[config.mk]
export PLATFORM = sky130hd
export DESIGN_NAME = channel_layout_tracker
export DESIGN_NICKNAME = d
export VERILOG_FILES = /design/src/rtl/vga_pkg.sv /design/src/rtl/seq_divider.sv /design/src/rtl/channel_layout_tracker.sv
export SDC_FILE = /design/constraint.sdc
export NUM_CORES = 1
export LEC_CHECK = 0
export BUFFER_PORTS_ARGS = -buffer_cell sky130_fd_sc_hd__buf_2
export CELL_PAD_IN_SITES_DETAIL_PLACEMENT = 0
export CELL_PAD_IN_SITES_GLOBAL_PLACEMENT = 1
export CORE_MARGIN = 2
export CORE_UTILIZATION = 40
export DETAILED_ROUTE_END_ITERATION = 10
export PLACE_DENSITY_LB_ADDON = 0.05
export RECOVER_POWER = 25
export SLEW_MARGIN = 20
export SYNTH_ARGS = -nofsm -noshare
export SYNTH_HDL_FRONTEND = slang
export SYNTH_SLANG_ARGS = --single-unit
[constraint.sdc]
create_clock -name clk -period 3.9 [get_ports clk]
set_clock_uncertainty 0.15 [all_clocks]
set_input_delay 0.975 -clock clk [delete_from_list [all_inputs] [get_ports clk]]
set_output_delay 0.975 -clock clk [all_outputs]
set_load 0.05 [all_outputs]
[src/rtl/vga_pkg.sv]
// vga_pkg: shared VGA timing constants and the layout tracker FSM state type
package vga_pkg;
  localparam int VGA_VER_RES = 480;
  localparam int VGA_HOR_RES = 640;
  typedef enum logic [1:0] {IDLE, LATCH, DIVIDE, READY} layout_state_t;
endpackage

[src/rtl/seq_divider.sv]
// seq_divider: restoring shift-subtract divider, one quotient bit per cycle
module seq_divider #(
  parameter int W = 9
) (
  input  logic         clk,
  input  logic         rst,
  input  logic         start,
  input  logic [W-1:0] dividend,
  input  logic [W-1:0] divisor,
  output logic         busy,
  output logic         done,
  output logic [W-1:0] quotient,
  output logic [W-1:0] remainder
);
  localparam int CW = $clog2(W + 1);
  logic [CW-1:0] cnt;
  logic [W-1:0] dvs;
  logic [W:0] shifted, trial;
  assign shifted = {remainder, quotient[W-1]};
  assign trial = shifted - {1'b0, dvs};
  // quotient doubles as the dividend shift register; start always restarts
  always_ff @(posedge clk or posedge rst) begin
    if (rst) begin
      busy <= 1'b0;
      done <= 1'b0;
      cnt <= '0;
      dvs <= '0;
      quotient <= '0;
      remainder <= '0;
    end else if (start) begin
      busy <= 1'b1;
      done <= 1'b0;
      cnt <= CW'(W);
      dvs <= divisor;
      quotient <= dividend;
      remainder <= '0;
    end else if (busy) begin
      remainder <= trial[W] ? shifted[W-1:0] : trial[W-1:0];
      quotient <= {quotient[W-2:0], ~trial[W]};
      cnt <= cnt - CW'(1);
      busy <= cnt != CW'(1);
      done <= cnt == CW'(1);
    end else begin
      done <= 1'b0;
    end
  end
endmodule

[src/rtl/channel_layout_tracker.sv]
// channel_layout_tracker: per-frame channel height divide and per-line channel tracking
module channel_layout_tracker
  import vga_pkg::*;
#(
  parameter int MAX_CHAN_COUNT = 10,
  parameter int VER_RES = VGA_VER_RES,
  parameter int OFFSET = 0,
  parameter int CHAN_W = $clog2(MAX_CHAN_COUNT),
  parameter int ROW_W = $clog2(VER_RES)
) (
  input  logic                      clk,
  input  logic                      reset,
  input  logic [MAX_CHAN_COUNT-1:0] channel_enable,
  input  logic                      frame_start,
  input  logic                      row_start,
  input  logic [ROW_W-1:0]          pixel_row,
  output logic                      layout_valid,
  output logic                      is_channel,
  output logic [CHAN_W-1:0]         channel_number,
  output logic [ROW_W-1:0]          channel_height,
  output logic [ROW_W-1:0]          channel_offset,
  output logic [ROW_W-1:0]          row_in_channel
);
  localparam int CNT_W = CHAN_W + 1;
  localparam logic [ROW_W-1:0] SPAN = ROW_W'(VER_RES - OFFSET);
  localparam logic [ROW_W-1:0] FIRST = ROW_W'(OFFSET);
  localparam logic [ROW_W:0] FIRST_X = (ROW_W + 1)'(OFFSET);
  localparam logic [ROW_W:0] ONE_X = 1;
  function automatic logic [CNT_W-1:0] popcount(input logic [MAX_CHAN_COUNT-1:0] v);
    popcount = '0;
    for (int i = 0; i < MAX_CHAN_COUNT; i++) popcount = popcount + CNT_W'(v[i]);
  endfunction
  function automatic logic [CHAN_W-1:0] next_bit(input logic [MAX_CHAN_COUNT-1:0] v, input int from);
    next_bit = '0;
    for (int i = MAX_CHAN_COUNT - 1; i >= 0; i--) if (v[i] && i >= from) next_bit = CHAN_W'(i);
  endfunction
  layout_state_t state, next_state;
  logic [MAX_CHAN_COUNT-1:0] en_q;
  logic [CNT_W-1:0] chan_count, vis;
  logic ch_q, div_done, div_busy_unused;
  logic [ROW_W-1:0] div_quo, div_rem_unused;
  logic before_first, more_rows;
  assign layout_valid = state == READY;
  assign is_channel = ch_q && layout_valid;
  assign before_first = {1'b0, pixel_row} + ONE_X <= FIRST_X;
  assign more_rows = {1'b0, row_in_channel} + ONE_X < {1'b0, channel_height};
  seq_divider #(.W(ROW_W)) u_div (
    .clk(clk),
    .rst(reset),
    .start(state == LATCH),
    .dividend(SPAN),
    .divisor(ROW_W'(popcount(channel_enable))),
    .busy(div_busy_unused),
    .done(div_done),
    .quotient(div_quo),
    .remainder(div_rem_unused)
  );
  // state register
  always_ff @(posedge clk or posedge reset) begin
    if (reset) state <= IDLE;
    else state <= next_state;
  end
  // frame_start restarts from any state, including mid-divide
  always_comb begin
    next_state = frame_start ? LATCH :
                 (state == LATCH) ? DIVIDE :
                 (state == DIVIDE && div_done) ? READY : state;
  end
  // per-frame layout: latched enables, channel count and resulting height
  always_ff @(posedge clk or posedge reset) begin
    if (reset) begin
      en_q <= '0;
      chan_count <= '0;
      channel_height <= '0;
    end else if (state == LATCH) begin
      en_q <= channel_enable;
      chan_count <= popcount(channel_enable);
      channel_height <= '0;
    end else if (state == DIVIDE && div_done) begin
      channel_height <= (chan_count == '0) ? '0 : div_quo;
    end
  end
  // line-by-line tracking; remainder rows after the last channel stay unassigned
  always_ff @(posedge clk or posedge reset) begin
    if (reset) begin
      ch_q <= 1'b0;
      vis <= '0;
      channel_number <= '0;
      channel_offset <= '0;
      row_in_channel <= '0;
    end else if (state != READY) begin
      ch_q <= 1'b0;
      vis <= '0;
    end else if (row_start) begin
      if (chan_count == '0 || before_first) begin
        ch_q <= 1'b0;
      end else if (pixel_row == FIRST) begin
        ch_q <= 1'b1;
        vis <= '0;
        channel_offset <= FIRST;
        row_in_channel <= '0;
        channel_number <= next_bit(en_q, 0);
      end else if (vis == chan_count) begin
        ch_q <= 1'b0;
      end else if (more_rows) begin
        row_in_channel <= row_in_channel + ROW_W'(1);
      end else begin
        vis <= vis + CNT_W'(1);
        ch_q <= vis + CNT_W'(1) != chan_count;
        row_in_channel <= '0;
        channel_offset <= channel_offset + channel_height;
        channel_number <= next_bit(en_q, int'(channel_number) + 1);
      end
    end
  end
endmodule

==> out/metrics.csv <==
metric,value,unit
status,"complete, but fails checks",
FF-to-FF setup slack,0.59,ns
share of synthesized registers carrying an async set or reset,1.000,
Remaining DRCs,0,
pwr dens,671.5,nW/µm²
CP Buf/Inv Count,4,
Worst EP arrival,3.50,ns
HP Class,reg -> reg,
via count,3949,
fmax,291.1,MHz
Yosys reg bits,77,
DRT Pass-1 Iters,4,
Hold Startpoint,u_div.done,
Post-CTS Setup Inserts,0,
syn nets,593,
CP Class,in -> reg,
CTS sink cnt,77,
site row count,40,
Setup TNS,0,ns
CTS tree,done,
I/O Buffers,55,
H-tree depth,3,
Die Span X,114.9,µm
Worst Hold Path Cells,2,
DRT iter0 DRCs,223,
"Cell Chain, Critical Path",buf_2 > fa_1 > inv_1 > fa_1 > fa_1 > inv_1 > ha_1 > inv_1 > fa_1 > xnor2_1 > nand2_1 > o21ai_0,
Congestion Overflow GR,0,
CTS Hold Buffers Added,0,
Core ar.,12010,µm²
Slew @ Worst Pin,1.952,ns
"CTS clk-pin slew, worst paths",0.05,ns
register area share after synthesis,0.3919,
wire length of the first global-routing pass,19420,µm
Rel. slew slack,-0.3015,
post-route cell area,5673,µm²
reg-to-reg critical path startpoint,row_in_channel[0],
CP dominant cell by count,fa_1,
layout cells sized above 1,0.1624,
clk_lat worst skew,0.35,ns
top-count cell post-synth,dfrtp_1,
Synth Area per Inst,9.226,µm²
RR Endpoint,channel_offset[8],
cells after synthesis,533,
drt wl/cell,15.73,µm
"Top FF cell, synth",dfrtp_1,
Vert. Die Dim,114.9,µm
CTS buffer count,9,
root buffer cell,clkbuf_16,
Area growth syn-to-layout,15.37,%
area post-placement,5359,µm²
Routed Antenna Nets,0,
Final Cycle Share,0.8809,
GPL Wtd Cong,0.8137,
Required @ worst endpoint,3.97,ns
IO Pins,56,
max-slew violations,78,
total track usage,0.1890,
CTS resizes,0,
worst vdd ir,0.0004124,V
Vias/cell,5.351,
CP startpoint kind,input pin,
Final setup violation count,0,
crit-path max FO,2,
post-DP HPWL,8456,µm
failing checks,"max-capacitance violations, max-slew violations",
final hold violation count,0,
number of flops mapped to enable cells by yosys,0,
vias in the first global route,3785,
YS warnings,0,
area fraction of the dominant cell type after synthesis,0.3919,
most frequent cells after synthesis,"dfrtp_1 (77), nand2_1 (66), inv_1 (42)",
crit-path leading delay family,adder cells,
CP endpoint kind,flip-flop,
worst r2r path cells,11,
"Min Clock Period, post-route",3.436,ns
"Slowest-stage cell, CP",fa_1,
largest cells by area after synthesis,"dfrtp_1 (39%), ha_1 (7.4%), nand2_1 (5.0%)",
Mapped Area,4917,µm²
initial antenna violation count,0,
post-layout util,0.4723,
cell taking the most area after synthesis,dfrtp_1,
max-cap violations,1,
nets,647,
Starting Density,0.4094,
post-synthesis cell type count,62,
diode count,0,
RSZ-0062 raised after global routing,false,
Die ar.,13200,µm²
hold endpoint,state[0],
final wirelength,11610,µm
start point of the critical path,channel_enable[0],
largest net degree at the start of global routing,78,
LEAKAGE,2.758,nW
Clock Path Buffers,2,
slowest cell delay on critical path,0.54,ns
-- per-layer routing --
| layer | share of wire | wire length [µm] | global-route usage | vias to the layer above |
|---|---|---|---|---|
| li1 | - | - | - | 1995 |
| met4 | 0.016 | 186 | 0.06506 | 0 |
| met2 | 0.44 | 5128 | 0.2882 | 76 |
| met5 | 0 | 0 | 0 | - |
| met1 | 0.50 | 5792 | 0.2677 | 1864 |
| met3 | 0.043 | 502 | 0.03954 | 14 |
-- worst register-to-register path: cells and delay by family, from the launching register on --
| family | cells | cell delay [ns] |
|---|---|---|
| AO/OA/AOI/OAI | 3 | 0.56 |
| XOR/XNOR | 1 | 0.16 |
| adder cells (fa/ha/maj) | 2 | 0.55 |
| flip-flops | 1 | 0.48 |
| AND/OR/NAND/NOR | 5 | 1.33 |
-- state kept, by name, summed over array words and instances (netlist names) --
signal,flops
en_q,10
u_div.quotient,9
u_div.busy,1
u_div.remainder,9
chan_count,4
ch_q,1
u_div.cnt,4
channel_height,9
channel_offset,9
u_div.done,1
channel_number,4
vis,5
row_in_channel,9
state,2
-- cell families (layout without fill, tap and decap cells) --
group / after synthesis / after routing / share of synthesized area
and+or+nand+nor: 176 / 176 / 0.1796
AOI/OAI and AO/OA: 137 / 137 / 0.1875
xor gates and xnor gates: 32 / 32 / 0.05700
buffers and inverters: 60 / 118 / 0.04834
DFF: 77 / 77 / 0.3919
muxes: 14 / 14 / 0.02926
adders and majority gates: 37 / 37 / 0.1064
-- power by group --
group          switching (W)  internal (W)  leakage [nW]
registers           0.000232      0.000981         0.992
clock network       0.000325      0.000619         0.162
logic               0.000976      0.000676          1.60
-- worst max-delay path by stage --
stage	cells after the start	endpoint
after floorplan	11	chan_count[2]
after global placement	12	chan_count[2]
after detailed placement	12	chan_count[2]
after CTS	12	chan_count[2]
after global routing	12	vis[2]
final	12	chan_count[2]
-- metrics by stage --
stage | power, W | setup WS, ns | cells | hold slack [ns]
final | 0.003809 | 0.4645 | 738 | 0.3605
after global placement | 0.002867 | 0.09835 | 723 | 0.3456
after global routing | 0.004138 | 0.2574 | 738 | 0.3962
after floorplan | 0.002507 | 0.3141 | 533 | 0.3218
after detailed placement | 0.002888 | 0.1168 | 723 | 0.3519
after CTS | 0.003852 | 0.4585 | 738 | 0.3651
-- cells in the final DEF, fill, tap and decap left out, types with 4 or more instances in the layout --
cell,count
a211oi_1,4
a21o_1,4
a21oi_1,28
a22o_1,18
and3_1,5
buf_2,55
buf_4,5
clkbuf_16,9
dfrtp_1,77
fa_1,8
ha_1,29
inv_1,41
mux2i_1,11
nand2_1,66
nand2b_1,9
nand3_1,14
nor2_1,36
nor2b_1,6
nor3_1,11
nor4_1,7
o21a_1,5
o21ai_0,38
o21ai_1,5
o31ai_1,7
xnor2_1,19
xor2_1,13
-- final cells by class --
type                       count  area, µm²
clock buffer                  10      229.0
clock inverter                 5      100.1
fill                        1198       6339
inverter                      42      157.7
multi-input combinational    396       2758
sequential                    77       1927
tap                          147      183.9
timing repair buffer          61      317.8
Note: power is estimated with default switching activity, not from simulation.
